<file path="src/rtl/mem_arbiter.sv">
// Round-robin arbiter sharing one data-memory port between the core load/store path
// and the program loader, with a per-transaction timeout that aborts hung accesses.
module mem_arbiter #(
    parameter int TIMEOUT = 16
) (
    input  logic        clk_i,
    input  logic        rst_i,

    input  logic        core_req_i,
    input  logic        core_we_i,
    input  logic [2:0]  core_size_i,
    input  logic [31:0] core_addr_i,
    input  logic [31:0] core_wd_i,
    output logic [31:0] core_rd_o,
    output logic        core_stall_o,

    input  logic        prg_req_i,
    input  logic        prg_we_i,
    input  logic [2:0]  prg_size_i,
    input  logic [31:0] prg_addr_i,
    input  logic [31:0] prg_wd_i,
    output logic [31:0] prg_rd_o,
    output logic        prg_ack_o,

    output logic        mem_req_o,
    output logic        mem_we_o,
    output logic [2:0]  mem_size_o,
    output logic [31:0] mem_addr_o,
    output logic [31:0] mem_wd_o,
    input  logic [31:0] mem_rd_i,
    input  logic        mem_ready_i,

    output logic        err_o
);

    localparam int TW = $clog2(TIMEOUT + 1);

    typedef enum logic {
        IDLE,
        BUSY
    } state_t;

    // Requester identity: 0 = CORE, 1 = PRG.
    localparam logic SRC_CORE = 1'b0;
    localparam logic SRC_PRG  = 1'b1;

    state_t        r_state;
    state_t        w_stateNext;
    logic          r_lastGrant;
    logic          w_lastGrantNext;
    logic          r_owner;
    logic          w_ownerNext;
    logic          r_abandoned;
    logic          w_abandonedNext;
    logic [TW-1:0] r_tcnt;
    logic [TW-1:0] w_tcntNext;

    logic          r_memWe;
    logic          w_memWeNext;
    logic [2:0]    r_memSize;
    logic [2:0]    w_memSizeNext;
    logic [31:0]   r_memAddr;
    logic [31:0]   w_memAddrNext;
    logic [31:0]   r_memWd;
    logic [31:0]   w_memWdNext;

    logic          w_busy;
    logic          w_ownerReq;
    logic          w_timeoutHit;
    logic          w_done;
    logic          w_timeout;
    logic          w_complete;
    logic          w_coreComplete;
    logic          w_prgComplete;
    logic          w_grantPrg;
    logic [31:0]   w_rdData;

    assign w_busy       = (r_state == BUSY);
    assign w_ownerReq   = (r_owner == SRC_PRG) ? prg_req_i : core_req_i;
    assign w_timeoutHit = (r_tcnt == TW'(TIMEOUT - 1));
    assign w_done       = w_busy & (mem_ready_i | w_timeoutHit);

    // A ready arriving in the last allowed cycle counts as success, not a timeout.
    assign w_timeout      = w_busy & w_timeoutHit & ~mem_ready_i & ~rst_i;
    assign w_complete     = w_done & ~r_abandoned & w_ownerReq & ~rst_i;
    assign w_coreComplete = w_complete & (r_owner == SRC_CORE);
    assign w_prgComplete  = w_complete & (r_owner == SRC_PRG);
    assign w_rdData       = w_timeout ? 32'h0 : mem_rd_i;

    // On a tie the requester that did not win last time gets the port.
    assign w_grantPrg = (core_req_i & prg_req_i) ? ~r_lastGrant : prg_req_i;

    assign core_stall_o = core_req_i & ~w_coreComplete;
    assign core_rd_o    = w_coreComplete ? w_rdData : 32'h0;
    assign prg_ack_o    = w_prgComplete;
    assign prg_rd_o     = w_prgComplete ? w_rdData : 32'h0;
    assign err_o        = w_timeout;

    assign mem_req_o  = w_busy;
    assign mem_we_o   = r_memWe;
    assign mem_size_o = r_memSize;
    assign mem_addr_o = r_memAddr;
    assign mem_wd_o   = r_memWd;

    always_ff @(posedge clk_i) begin
        if (rst_i) begin
            r_state     <= IDLE;
            r_lastGrant <= SRC_PRG;
            r_owner     <= SRC_CORE;
            r_abandoned <= 1'b0;
            r_tcnt      <= '0;
            r_memWe     <= 1'b0;
            r_memSize   <= 3'b000;
            r_memAddr   <= 32'h0;
            r_memWd     <= 32'h0;
        end else begin
            r_state     <= w_stateNext;
            r_lastGrant <= w_lastGrantNext;
            r_owner     <= w_ownerNext;
            r_abandoned <= w_abandonedNext;
            r_tcnt      <= w_tcntNext;
            r_memWe     <= w_memWeNext;
            r_memSize   <= w_memSizeNext;
            r_memAddr   <= w_memAddrNext;
            r_memWd     <= w_memWdNext;
        end
    end

    always_comb begin
        w_stateNext     = r_state;
        w_lastGrantNext = r_lastGrant;
        w_ownerNext     = r_owner;
        w_abandonedNext = r_abandoned;
        w_tcntNext      = r_tcnt;
        w_memWeNext     = r_memWe;
        w_memSizeNext   = r_memSize;
        w_memAddrNext   = r_memAddr;
        w_memWdNext     = r_memWd;

        case (r_state)
            IDLE: begin
                if (core_req_i | prg_req_i) begin
                    w_stateNext     = BUSY;
                    w_ownerNext     = w_grantPrg;
                    w_lastGrantNext = w_grantPrg;
                    w_tcntNext      = '0;
                    w_abandonedNext = 1'b0;
                    if (w_grantPrg) begin
                        w_memWeNext   = prg_we_i;
                        w_memSizeNext = prg_size_i;
                        w_memAddrNext = prg_addr_i;
                        w_memWdNext   = prg_wd_i;
                    end else begin
                        w_memWeNext   = core_we_i;
                        w_memSizeNext = core_size_i;
                        w_memAddrNext = core_addr_i;
                        w_memWdNext   = core_wd_i;
                    end
                end
            end
            BUSY: begin
                // A dropped request (trap/mret) still lets memory finish, but nobody is told.
                if (!w_ownerReq) begin
                    w_abandonedNext = 1'b1;
                end
                if (w_done) begin
                    w_stateNext = IDLE;
                end else begin
                    w_tcntNext = r_tcnt + TW'(1);
                end
            end
            default: begin
                w_stateNext = IDLE;
            end
        endcase
    end

endmodule

</file>
<file path="config.mk">
export PLATFORM = sky130hd
export DESIGN_NAME = mem_arbiter
export DESIGN_NICKNAME = d
export VERILOG_FILES = /design/src/rtl/mem_arbiter.sv
export SDC_FILE = /design/constraint.sdc
export NUM_CORES = 1
export LEC_CHECK = 0
export ABC_AREA = 1
export CELL_PAD_IN_SITES_DETAIL_PLACEMENT = 0
export CELL_PAD_IN_SITES_GLOBAL_PLACEMENT = 1
export CORE_MARGIN = 1
export CORE_UTILIZATION = 19
export CTS_CLUSTER_SIZE = 10
export DETAILED_ROUTE_END_ITERATION = 6
export PLACE_DENSITY = 0.87
export SKIP_LAST_GASP = 1
export SYNTH_ARGS = -nofsm -noshare
export SYNTH_HDL_FRONTEND = slang
export SYNTH_SLANG_ARGS = --single-unit
</file>
<file path="constraint.sdc">
create_clock -name clk_i -period 1.8 [get_ports clk_i]
set_input_delay 0.36 -clock clk_i [delete_from_list [all_inputs] [get_ports clk_i]]
set_output_delay 0.36 -clock clk_i [all_outputs]
set_load 0.03 [all_outputs]
</file>
==> results.toml, run 1 <==
[routing]
via_per_inst = 4.11
first_pass_iters = 7
drt_iter0_markers = 180
drc = 26
num_vias = 5669
postRouteAntennaNets = 0
wl_per_cell_um = 13.0
wl_um = 18000

[finish]
final_cell_mix = "236 x clkdlybuf4s50_1, 215 x nor2_1, 175 x nand2_1"
layout-drive-gt1-share = 0.207
finish.instance_area_sq_um = 9300
fillers = 2271
fin_nets = 1269
syn_to_final_growth_pct = 116
fin_util = 0.422
final_common_cell = "clkdlybuf4s50_1"
antenna_cells = 0
fin_cells = 1379

[placement]
place_congestion = 0.796
place_inst = 1350
portBuffers = 308
place_area_sq_um = 8310
dp_slack_ns = -0.391
dp_hpwl_um = 12900

[timing]
fin_ws_ns = -0.666
tightest_slew_ns = 0.398
finalSetupViolations = 67
period_needed_ns = 2.47
final.setup_skew_ns = 0.00650
fin_setup_tns_ns = -41.41
grt_setup_unrepaired = "yes"
hold_viol_final = 0
timing.slew.headroom = 0.734
slew_violations = 0
period_share = 1.37
fmax_mhz = 406
timing.hold.ws_ns = 0.464

[run]
cap_viol_max_count = 0

[logic_synthesis]
yosysSeqAreaShare = 0.358
synth_edf_count = 0
avgSynthCellArea_sq_um = 5.67
syn_area_sq_um = 4300
syn-num-nets = 934
ys_ff_latch = 77
yosys_most_used_dff = "dfxtp_1"
yosysUniqueCellTypes = 17
syn_inst = 759
yosys_warnings = 0
async_flop_share = 0

[floorplanning]
fp.dieW_um = 152
row_count = 54
fp.coreArea_sq_um = 22000
dieHeight_um = 152
initial_core_util = 0.195
die_area_sq_um = 23200
ioPinCount = 309

[pwr]
power_density_nw_per_um2 = 634
finalPower_mw = 5.90
ir_worst_vdd_mv = 0.437
leakage_nw = 4.33

[clock_network]
path_clk_slew_ns = 0.06
htree_levels = 3
root_buffer = "clkbuf_16"
tritoncts = "built"
clockBufferDepth = 2
ctsHoldBuffers = 0
clk_latency_ns = 0.34
cts.sinks = 77
cts_made_buffers = 9

[setup_path]
worstSetupEndpointType = "output port"
slowest_stage = "dfxtp_2"
crit_chain = "ha_4 -> nand2_2 -> nor2_2 -> ha_2 -> nor2_2 -> nor2_2 -> nand4_1 -> buf_6 -> buf_8 -> nand2_2 -> inv_2 -> buf_6"
path_max_fanout = 7
required_ns = 1.44
reg2reg_slack_ns = 0.22
crit_type = "reg2out"
cpPeakStageDelay_ns = 0.35
crit_path_frequent_cell = "nor2_2"
start_kind = "flip-flop"
worstPathArrival_ns = 2.11

[status]
status = "finished, violations left"
violations = "DRC, setup timing"

[global_route]
grt_pass1_vias = 5369
grt_first_pass_wirelength_um = 27500
grtUsageMet1 = 0.160
grt_util_met3 = 0.0560
track_usage = 0.149
grt_util_met2 = 0.271
grt-busiest-layer = "met2"
antenna_found_initial = 1
grt_overflow = 0
grt_max_degree = 38

[worst_hold_path]
hp-class = "reg2reg"
-- cell type report --
| class | count | area, sq um | area share |
|---|---|---|---|
| Clock buffer | 11 | 233 | 0.0250 |
| Clock inverter | 5 | 85.1 | 0.00915 |
| Inverter | 81 | 304 | 0.0327 |
| Multi-Input combinational cell | 555 | 2790 | 0.300 |
| Sequential cell | 77 | 1540 | 0.166 |
| Tap cell | 280 | 350 | 0.0377 |
| Timing Repair Buffer | 370 | 4000 | 0.430 |
-- metal layers --
| metal | part of all wire | up-vias |
|---|---|---|
| li1 | - | 2938 |
| met1 | 0.39 | 2484 |
| met2 | 0.50 | 228 |
| met3 | 0.098 | 19 |
| met4 | 0.017 | 0 |
| met5 | 0 | - |
-- state kept, by name, summed over array words and instances, names as in the netlist --
| signal | flops |
|---|---|
| mem_addr_o | 32 |
| mem_wd_o | 32 |
| r_tcnt | 5 |
| mem_size_o | 3 |
| mem_req_o | 1 |
| mem_we_o | 1 |
| r_abandoned | 1 |
| r_lastGrant | 1 |
| r_owner | 1 |
-- repair_timing --
item	4_1_cts	5_1_grt
cloned	4	3
gates resized for setup	102	30
buffers inserted	6	1
setup endpoints to repair	69	73
pin swaps	7	6
-- cell usage after synthesis (2+ instances only) --
cell type / n / area share
buf_1: 2 / 0.0017
inv_1: 80 / 0.070
nand4_1: 2 / 0.0029
nor2_1: 282 / 0.25
o21ai_0: 58 / 0.068
nand3_1: 9 / 0.010
a21oi_1: 5 / 0.0058
ha_1: 2 / 0.0058
buf_2: 28 / 0.033
dfxtp_1: 77 / 0.36
buf_4: 8 / 0.014
nand2_1: 182 / 0.16
clkbuf_1: 8 / 0.0070
o21ai_1: 13 / 0.015
-- report_power, final --
part	internal [mW]	total [mW]	switching, mW	leakage [nW]
combinational	0.936	1.96	1.03	3.54
sequential	1.88	1.96	0.0820	0.640
clock	1.22	1.98	0.757	0.150
total	4.03	5.90	1.87	4.33
-- path summary, 6_finish.rpt --
check,cells after the start,to,from
setup reg to reg,11,r_tcnt[0]$_SDFFE_PP0P_,r_tcnt[1]$_SDFFE_PP0P_
hold / removal,2,r_lastGrant$_SDFFE_PP1P_,r_lastGrant$_SDFFE_PP1P_
setup / recovery,12,core_stall_o,r_tcnt[1]$_SDFFE_PP0P_
hold reg to reg,2,r_lastGrant$_SDFFE_PP1P_,r_lastGrant$_SDFFE_PP1P_
-- critical path: cells and delay by family, from the launching register on --
family | cells | cell delay (ns)
buffers and inverters | 4 | 0.55
AND/OR/NAND/NOR | 6 | 0.52
flip-flops | 1 | 0.35
adder cells (fa/ha/maj) | 2 | 0.33
-- cell families (layout without fill, tap and decap cells) --
family                   Yosys count  count (layout)  share of synthesized area
flip-flops                        77              77                      0.358
AND/OR/NAND/NOR                  477             477                      0.421
adder cells (fa/ha/maj)            2               2                    0.00582
buffers and inverters            127             467                      0.126
AO/OA/AOI/OAI                     76              76                     0.0884
Note: power is estimated with default switching activity, not from simulation.
==> run 2: changes to the inputs <==
--- a/config.mk
+++ b/config.mk
@@ -8,7 +8,6 @@
 export ABC_AREA = 1
 export CELL_PAD_IN_SITES_DETAIL_PLACEMENT = 0
 export CELL_PAD_IN_SITES_GLOBAL_PLACEMENT = 1
-export CORE_MARGIN = 1
 export CORE_UTILIZATION = 19
 export CTS_CLUSTER_SIZE = 10
 export DETAILED_ROUTE_END_ITERATION = 6
==> results of run 2 <==
The final DEF is identical to that of run 1; final timing and power are the same.
